===== src/rtl/rom_load_ctrl.sv =====
// ROM/aux download controller: routes ioctl ROM bytes to the core, latches variant/DIP bytes, sequences core reset.
// Optional checksum of accepted ROM bytes on rom_sum when ROMLOAD_CHECKSUM_EN is defined.
module rom_load_ctrl #(
  parameter int SETTLE_CYCLES = 256,
  parameter int ROM_MIN_BYTES = 16384
) (
  input  logic        clk_sys,
  input  logic        I_RESET,
  input  logic        usr_reset,
  input  logic        ioctl_download,
  input  logic        ioctl_wr,
  input  logic [7:0]  ioctl_index,
  input  logic [24:0] ioctl_addr,
  input  logic [7:0]  ioctl_dout,
  output logic        dn_wr,
  output logic [15:0] dn_addr,
  output logic [7:0]  dn_data,
  output logic        core_reset,
  output logic [7:0]  mod,
  output logic [7:0]  dip0,
  output logic [7:0]  dip1,
  output logic [7:0]  dip2,
  output logic        rom_err,
  output logic [7:0]  rom_sum
);

  localparam int SW = (SETTLE_CYCLES > 1) ? $clog2(SETTLE_CYCLES) : 1;
  localparam logic [SW-1:0] SETTLE_LAST = SW'(SETTLE_CYCLES - 1);

  typedef enum logic [2:0] {IDLE, LOAD_ROM, LOAD_AUX, SETTLE, RUN} state_t;

  state_t        state, state_next;
  logic          aux_from_run, aux_dip;
  logic          dl_hold;
  logic [16:0]   byte_cnt, cnt_next;
  logic          ovf, ovf_next;
  logic [SW-1:0] settle_cnt;
  logic          rom_wr, rom_acc, rom_drop;
  logic          dl_new, idx_rom, idx_aux;
  logic          rom_start, rom_fail, aux_start, settle_clr;

  assign rom_wr   = (state == LOAD_ROM) && ioctl_wr;
  assign rom_acc  = rom_wr && (ioctl_addr[24:16] == '0);
  assign rom_drop = rom_wr && (ioctl_addr[24:16] != '0);
  // The byte on the falling-download cycle is folded in before the length check.
  assign cnt_next = (rom_acc && (byte_cnt != '1)) ? byte_cnt + 17'd1 : byte_cnt;
  assign ovf_next = ovf | rom_drop;
  // A download still active when reset releases is not treated as a new one.
  assign dl_new   = ioctl_download && !dl_hold;
  assign idx_rom  = (ioctl_index == 8'd0);
  assign idx_aux  = (ioctl_index == 8'd1) || (ioctl_index == 8'd254);

  always_ff @(posedge clk_sys or posedge I_RESET) begin
    if (I_RESET) state <= IDLE;
    else         state <= state_next;
  end

  always_comb begin
    state_next = state;
    core_reset = 1'b1;
    rom_start  = 1'b0;
    rom_fail   = 1'b0;
    aux_start  = 1'b0;
    settle_clr = 1'b0;
    case (state)
      IDLE, RUN: begin
        core_reset = (state != RUN);
        if (dl_new && idx_rom) begin
          state_next = LOAD_ROM;
          rom_start  = 1'b1;
          core_reset = 1'b1;
        end else if (dl_new && idx_aux) begin
          state_next = LOAD_AUX;
          aux_start  = 1'b1;
        end else if ((state == RUN) && usr_reset) begin
          state_next = SETTLE;
          settle_clr = 1'b1;
        end
      end
      LOAD_ROM: begin
        if (!ioctl_download) begin
          if ((32'(cnt_next) >= 32'(ROM_MIN_BYTES)) && !ovf_next) begin
            state_next = SETTLE;
            settle_clr = 1'b1;
          end else begin
            state_next = IDLE;
            rom_fail   = 1'b1;
          end
        end
      end
      LOAD_AUX: begin
        core_reset = !aux_from_run;
        if (!ioctl_download) state_next = aux_from_run ? RUN : IDLE;
      end
      SETTLE: begin
        if (usr_reset)                        settle_clr = 1'b1;
        else if (settle_cnt == SETTLE_LAST)   state_next = RUN;
      end
      default: state_next = IDLE;
    endcase
  end

  always_ff @(posedge clk_sys or posedge I_RESET) begin
    if (I_RESET) begin
      dl_hold      <= 1'b1;
      dn_wr        <= 1'b0;
      dn_addr      <= '0;
      dn_data      <= '0;
      byte_cnt     <= '0;
      ovf          <= 1'b0;
      rom_err      <= 1'b0;
      aux_from_run <= 1'b0;
      aux_dip      <= 1'b0;
      mod          <= '0;
      dip0         <= '1;
      dip1         <= '1;
      dip2         <= '1;
      settle_cnt   <= '0;
    end else begin
      if (!ioctl_download) dl_hold <= 1'b0;
      dn_wr <= rom_acc;
      if (rom_acc) begin
        dn_addr <= ioctl_addr[15:0];
        dn_data <= ioctl_dout;
      end
      if (rom_start) begin
        byte_cnt <= '0;
        ovf      <= 1'b0;
        rom_err  <= 1'b0;
      end else if (state == LOAD_ROM) begin
        byte_cnt <= cnt_next;
        ovf      <= ovf_next;
      end
      if (rom_fail) rom_err <= 1'b1;
      if (aux_start) begin
        aux_from_run <= (state == RUN);
        aux_dip      <= (ioctl_index == 8'd254);
      end
      if ((state == LOAD_AUX) && ioctl_wr) begin
        if (!aux_dip)                     mod  <= ioctl_dout;
        else if (ioctl_addr == 25'd0)     dip0 <= ioctl_dout;
        else if (ioctl_addr == 25'd1)     dip1 <= ioctl_dout;
        else if (ioctl_addr == 25'd2)     dip2 <= ioctl_dout;
      end
      if (settle_clr)            settle_cnt <= '0;
      else if (state == SETTLE)  settle_cnt <= settle_cnt + 1'b1;
    end
  end

`ifdef ROMLOAD_CHECKSUM_EN
  always_ff @(posedge clk_sys or posedge I_RESET) begin
    if (I_RESET)        rom_sum <= '0;
    else if (rom_start) rom_sum <= '0;
    else if (rom_acc)   rom_sum <= rom_sum + ioctl_dout;
  end
`else
  assign rom_sum = '0;
`endif

endmodule


===== config.mk =====
export PLATFORM = sky130hd
export DESIGN_NAME = rom_load_ctrl
export DESIGN_NICKNAME = d
export VERILOG_FILES = /design/src/rtl/rom_load_ctrl.sv
export SDC_FILE = /design/constraint.sdc
export NUM_CORES = 1
export LEC_CHECK = 0
export CORE_UTILIZATION = 30
export DETAILED_ROUTE_END_ITERATION = 7
export DONT_BUFFER_PORTS = 1
export PLACE_DENSITY_LB_ADDON = 0.2
export SLEW_MARGIN = 40
export SYNTH_ARGS = -nofsm -noshare
export SYNTH_HDL_FRONTEND = slang
export SYNTH_SLANG_ARGS = --single-unit

===== constraint.sdc =====
create_clock -name clk_sys -period 5.5 [get_ports clk_sys]
set_input_delay 0.275 -clock clk_sys [delete_from_list [all_inputs] [get_ports clk_sys]]
set_output_delay 0.275 -clock clk_sys [all_outputs]
set_load 0.01 [all_outputs]

After elaboration in Yosys (flattened, before gate mapping)
Cells that the tools add are included.
- flip-flop bits (word level): 90
- bits of input ports: 46
- logic and storage cells: 102
- output and inout bits: 67
- add/sub/neg operators: 2
- muxes and demuxes: 36
- magnitude comparators: 1
- reductions and logical operators: 28
- equality and inequality tests: 16
- bitwise logic cells: 4
- operators by type and width (operator ; count):
    2-to-1 mux 17 bit ; 3
    == test 25 x 1 -> 1 bit, second input constant ; 1
    == test 25 x 2 -> 1 bit, second input constant ; 1
    zero test 25 bit ; 1
    2-to-1 mux 3 bit ; 8
    2-to-1 mux 1 bit ; 19
    adder 17 x 1 -> 17 bit, second input constant ; 1
    greater-or-equal comparator 17 x 15 -> 1 bit, second input constant ; 1
    != test 17 bit, second input constant ; 1
    == test 8 bit, second input constant ; 2
    2-to-1 mux 8 bit ; 2
    case mux 3 bit (4 select lines) ; 1
    logical AND 1 bit ; 10
    AND reduction 5 bit ; 2
    zero test 9 bit ; 1
    nonzero test 9 bit ; 1
    adder 8 x 1 -> 8 bit, second input constant ; 1
    == test 8 x 1 -> 1 bit, second input constant ; 1
    zero test 8 bit ; 1
    != test 2 bit, second input constant ; 4
    == test 3 x 2 -> 1 bit, second input constant ; 2
    nonzero test 2 bit ; 3
    != test 4 bit, second input constant ; 1
    AND reduction 4 bit ; 1
    14 further kinds ; 18

Logic depth before layout (Yosys ltp)
- depth in word-level cells: 11
- gate-level depth with buffers: 12
- mapped depth without buffers: 11

Least setup slack after synthesis
Ideal clock, no wire load.
- path type: reg2reg
- from: reg byte_cnt[0]
- to: reg settle_cnt[1]
- slack: 2.826 ns
- setup time: 0.120 ns
- path buffers: 1
- stages on the path, launching flop included: 13
- data arrival time: 2.553 ns
- period minus slack after synthesis: 2.674 ns
- required time: 5.380 ns
- path through: dfrtp_1 ha_1 nand2_1 nor2_1 and3_1 ha_1 nor3_1 and4_1 buf_4 mux2_1 a211oi_1 a22o_2 nor2_1
- longest elaborated chain between the ends: 9
- elaborated cells between the ends (all ways): 11
- classes of those cells: 1 x add/sub; 1 x order compare; 1 x eq/ne; 5 x mux; 3 x reduce/logical
- ends and longest elaborated chain (element ; RTL line ; text):
    start, declared ; 35 ; logic [16:0] byte_cnt, cnt_next;
    start signal, assigned ; 131 ; byte_cnt <= cnt_next;
    branches (longest 2 deep; another with adder 17 x 1 -> 17 bit) ; - ;
    2-to-1 mux 17 bit (*) ; 46 ; assign cnt_next = (rom_acc && (byte_cnt != '1)) ? byte_cnt + 17'd1 : byte_cnt;
    greater-or-equal comparator 17 x 15 -> 1 bit (*) ; 82 ; if ((32'(cnt_next) >= 32'(ROM_MIN_BYTES)) && !ovf_next) begin
    logical AND 1 bit (*) ; 82 ;
    2-to-1 mux 1 bit (*) ; 82 ;
    2-to-1 mux 1 bit (*) ; 81 ; if (!ioctl_download) begin
    case mux 1 bit (3 select lines) (*) ; 65 ; case (state)
    2-to-1 mux 8 bit or nonzero test 2 bit (tied branches) ; - ;
    end signal, assigned ; 146 ; else if (state == SETTLE) settle_cnt <= settle_cnt + 1'b1;
    end, declared ; 37 ; logic [SW-1:0] settle_cnt;
Mark *: on every way between the ends.
A chain may end at the register's enable or synchronous reset.

Final worst setup path
- from: reg byte_cnt[0]
- to: reg settle_cnt[4]
The elaborated chain is that of the path after synthesis.

==> run summary <==
In the layout the commonest cells are 65 x sky130_fd_sc_hd__dfrtp_1, 51 x sky130_fd_sc_hd__nand2_1, 50 x sky130_fd_sc_hd__mux2_2. Of the total power, combinational logic draws 14.6%. The wire length per cell was 17.6 µm; the final setup skew was 0.00539 ns. Clock tree synthesis inserted a total of 9 buffers.

The worst supply voltage drop on vdd came out at 0.159 mV. Global routing used 14.3% of the available tracks across all layers. The data required time at the worst endpoint is 5.73 ns, and the number of standard-cell rows in the floorplan is 42.

For the met3 track utilization from global routing, the log shows 4.90%. The largest family of logic cells by synthesized area was simple AND/OR/NAND/NOR gates. The HPWL reported at the end of detailed placement was 6970 µm; the number of levels in the clock H-tree was 3. Relative to the synthesized area, the layout overhead comes to 11.2%. The run gives 2766 as the routed via count. Synthesized-area fraction occupied by ao, oa, aoi and oai cells: 4.40%. For the tightest slew margin relative to the limit, the log shows 53.5%. The clock network latency to the later pin of the worst-skew pair was 0.34 ns.

The filler cells instantiated in the layout total 1310. In this run the tool buffered the top-level ports with 0 buffer cells. Period utilization: 58.8%. Of the post-synthesis cell area, the part taken by muxes is 15.8%. Summing the areas of all and, or, nand and nor instances in the mapped netlist gives 18.8% of the synthesized area.

Of the total power, the clock network draws 35.2%. The final layout contains 416 nets. STA classifies the critical path endpoint as a flop.

Yosys printed 0 warnings. After Yosys synthesis, XOR and XNOR cells account for 2.11% of the synthesized area. The floorplan step defined a die boundary enclosing 0.0143 mm². The number of buffers on the longest clock path came out at 2. The detail route stage leaves a number of antenna-violating nets equal to 0. The logs give 0 for the final number of hold-violating endpoints and 2.27 ns for the slack of the critical path. The first global-routing pass estimated 15200 µm of wire.

Summed over all layers, the routed wires come to 9670 µm. Type of the worst setup path: reg -> reg. The antenna diode count was 0. The number of setup buffers added after CTS is 0. The logs give 55.0% for the share of synthesized area occupied by flip-flops and latches and 104 for the initial DRC count. The synthesized design contains 90 register bits.

The die is 120 µm tall. The actual transition at the worst max-transition pin was 0.697 ns; the maximum fanout along the worst path was 9. Clock tree root buffer cell: sky130_fd_sc_hd__clkbuf_16. For this configuration, the core starts out at a cell density of 31.1%.

The flow ran to the end, and the final reports show no timing, DRC or antenna violations. After global routing the overflow that remains totals 0. Sequential cells burn 50.2% of the power. Upper clock frequency limit: 309 MHz. The share of total power consumed by net switching came out at 29.7%. The die is 120 µm wide. The run gives 0 as the total setup violations reported at the end of the flow. The type of the worst min-delay path is in -> reg. The number of max-slew violations in the final report was 0; the arrival time at the worst endpoint was 3.46 ns. Max-cap violations in this run came to 0. The static leakage is 2.03 nW. The core region is 0.0133 mm².

The final instance count without filler cells is 548. Proportion of layout cells with a drive suffix above 1: 26.9%. Setup repair after global routing left no endpoint under its margin.

For met1 alone, demand over resource in global routing was 17.6%. The logs give 363 for the number of instances in the synthesized netlist and 46 for the number of distinct library cells after synthesis. The tools report the worst slack at placement as 2.32 ns. At the end of routability-driven placement, the weighted congestion stood at 0.795. TritonCTS built the clock tree.

The number of remaining DRC errors is 0, and the clock slew seen by the registers of the worst setup and hold paths is 0.07 ns. Entering global routing, the biggest net connects 76 pins. Setup total negative slack on the finished layout was measured at 0 ns. Initial antenna violation count: 0. After synthesis, the share of flip-flops with an asynchronous set or reset is 100%.

Summed over all nets, the switching power comes to 0.499 mW. The library cell used most frequently in the layout, excluding fill and tap cells, is sky130_fd_sc_hd__dfrtp_1. Via count of the first global-routing pass: 2787.

Most crowded layer after global routing: met2. Counting every sink on the clock net gives 90. For this design the ratio of total power to cell area is 364 mW/mm². In the routed layout, each cell is associated on average with a via count of 5.05.

The number of search-and-repair iterations in the first detailed-routing pass was 4; the global routing met2 resource utilization was 23.0%. The synthesized design contains 0 enable-type register cells. The mapped netlist covers 0.00415 mm². The synthesized netlist devotes 0.905% of its cell area to adder and majority cells. Average size of a mapped cell: 11.4 µm². After layout, the minimum clock period comes to 3.23 ns. The run gives 531 as the cell count after placement. The worst setup path is launched from a flop. Internal power comes to 1.18 mW.

Pin placement for this block handled 113 I/O pins. Among all flip-flop cells after synthesis, the most frequent one is sky130_fd_sc_hd__dfrtp_1.
==> power by group through the flow <==
stage / logic, mW / clock network (mW) / registers, mW
6_report: 0.246 / 0.591 / 0.842
5_1_grt: 0.276 / 0.638 / 0.854
4_1_cts: 0.250 / 0.617 / 0.842
3_5_place_dp: 0.248 / 0 / 0.854
3_3_place_gp: 0.242 / 0 / 0.854
2_1_floorplan: 0.234 / 0 / 0.813
==> synthesized netlist by cell type, types with 2 or more instances <==
cell / instances / area share, %
sky130_fd_sc_hd__o31ai_1: 4 / 0.72
sky130_fd_sc_hd__nand3_1: 12 / 1.4
sky130_fd_sc_hd__and3_1: 5 / 0.75
sky130_fd_sc_hd__nor4_1: 8 / 1.2
sky130_fd_sc_hd__nor3_1: 10 / 1.2
sky130_fd_sc_hd__xor2_1: 6 / 1.3
sky130_fd_sc_hd__nor2_1: 25 / 2.3
sky130_fd_sc_hd__nor4b_1: 2 / 0.42
sky130_fd_sc_hd__clkbuf_1: 6 / 0.54
sky130_fd_sc_hd__nand4bb_1: 2 / 0.54
sky130_fd_sc_hd__mux2i_1: 8 / 1.9
sky130_fd_sc_hd__xnor2_1: 4 / 0.84
sky130_fd_sc_hd__nand2_1: 51 / 4.6
sky130_fd_sc_hd__nand4_1: 14 / 2.1
sky130_fd_sc_hd__nand4b_1: 2 / 0.42
sky130_fd_sc_hd__mux2_2: 50 / 14
sky130_fd_sc_hd__buf_2: 2 / 0.24
sky130_fd_sc_hd__buf_4: 9 / 1.6
sky130_fd_sc_hd__ha_1: 3 / 0.90
sky130_fd_sc_hd__o211ai_1: 5 / 0.90
sky130_fd_sc_hd__dfrtp_1: 65 / 39
sky130_fd_sc_hd__o21ai_0: 7 / 0.84
sky130_fd_sc_hd__a21oi_1: 5 / 0.60
sky130_fd_sc_hd__dfstp_2: 25 / 16
sky130_fd_sc_hd__inv_1: 4 / 0.36
sky130_fd_sc_hd__a21o_1: 2 / 0.36
sky130_fd_sc_hd__nor2b_1: 4 / 0.60
sky130_fd_sc_hd__and4_1: 3 / 0.63
sky130_fd_sc_hd__and2_1: 3 / 0.45
==> sequential cells by signal, indices dropped and copies added, names as in the netlist, 3 cells and up <==
signal,cells
dip0,8
settle_cnt,8
dip1,8
byte_cnt,17
dn_addr,16
mod,8
dip2,8
dn_data,8
state,3
==> repair_timing <==
item	in CTS	in global routing
endpoints found under the hold margin	14	0
resized for setup	0	0
hold buffers	1	0
==> cell families after synthesis <==
logic type	Yosys count
xor gates and xnor gates	10
DFF	90
and+or+nand+nor	150
adders and majority gates	3
buffers and inverters	22
muxes	59
AOI/OAI and AO/OA	28
other	1
==> final cells by class <==
| class | instances | area [µm²] | share of cell area, % |
|---|---|---|---|
| clock inverter | 6 | 48.8 | 1.06 |
| multi-input combinational | 258 | 1780 | 38.5 |
| inverter | 5 | 20.0 | 0.434 |
| timing repair buffer | 3 | 28.8 | 0.623 |
| tap | 176 | 220 | 4.77 |
| sequential | 90 | 2280 | 49.5 |
| clock buffer | 10 | 239 | 5.18 |
==> final timing paths <==
kind,slack (ns),start,cells after the start,end
worst max-delay path,2.27,byte_cnt[0]$_DFFE_PP0P_,11,settle_cnt[4]$_DFFE_PP0P_
max in group asynchronous,4.21,I_RESET,3,dn_addr[8]$_DFFE_PP0P_
worst min register to register,0.48,byte_cnt[13]$_DFFE_PP0P_,1,byte_cnt[13]$_DFFE_PP0P_
min in group asynchronous,0.33,I_RESET,2,dn_addr[3]$_DFFE_PP0P_
worst max register to register,2.27,byte_cnt[0]$_DFFE_PP0P_,11,settle_cnt[4]$_DFFE_PP0P_
worst min-delay path,0.03,ioctl_dout[4],2,dn_data[4]$_DFFE_PP0P_
==> metal layers <==
metal  share of wire (%)  up-vias  wire length [µm]
met1                  43     1384              4140
met2                  49       79              4710
met4                 1.6        0               156
met3                 6.8       12               660
li1                    -     1291                 -
met5                   0        -                 0
==> per-stage QoR <==
| stage | power, mW | util (%) | instance area, µm² | hold WS [ns] |
|---|---|---|---|---|
| 2_1_floorplan | 1.05 | - | 4180 | 0.376 |
| 4_1_cts | 1.71 | 34.6 | 4620 | 0.0164 |
| 3_3_place_gp | 1.10 | 32.3 | 4310 | 0.111 |
| 3_5_place_dp | 1.10 | 32.3 | 4320 | 0.116 |
| 5_1_grt | 1.77 | 34.6 | 4620 | 0.0160 |
| 6_report | 1.68 | 34.6 | 4620 | 0.0319 |
==> critical path, stage by stage, from the launching register on <==
cell	delay, ns
sky130_fd_sc_hd__dfrtp_1	0.44
sky130_fd_sc_hd__ha_1	0.26
sky130_fd_sc_hd__nand2_1	0.10
sky130_fd_sc_hd__nor2_1	0.09
sky130_fd_sc_hd__and3_1	0.19
sky130_fd_sc_hd__ha_1	0.24
sky130_fd_sc_hd__nor3_1	0.13
sky130_fd_sc_hd__and4_1	0.45
sky130_fd_sc_hd__mux2_1	0.36
sky130_fd_sc_hd__a211oi_1	0.45
sky130_fd_sc_hd__a22o_2	0.34
sky130_fd_sc_hd__nor2_1	0.07
Power figures use the tool's default switching activity.
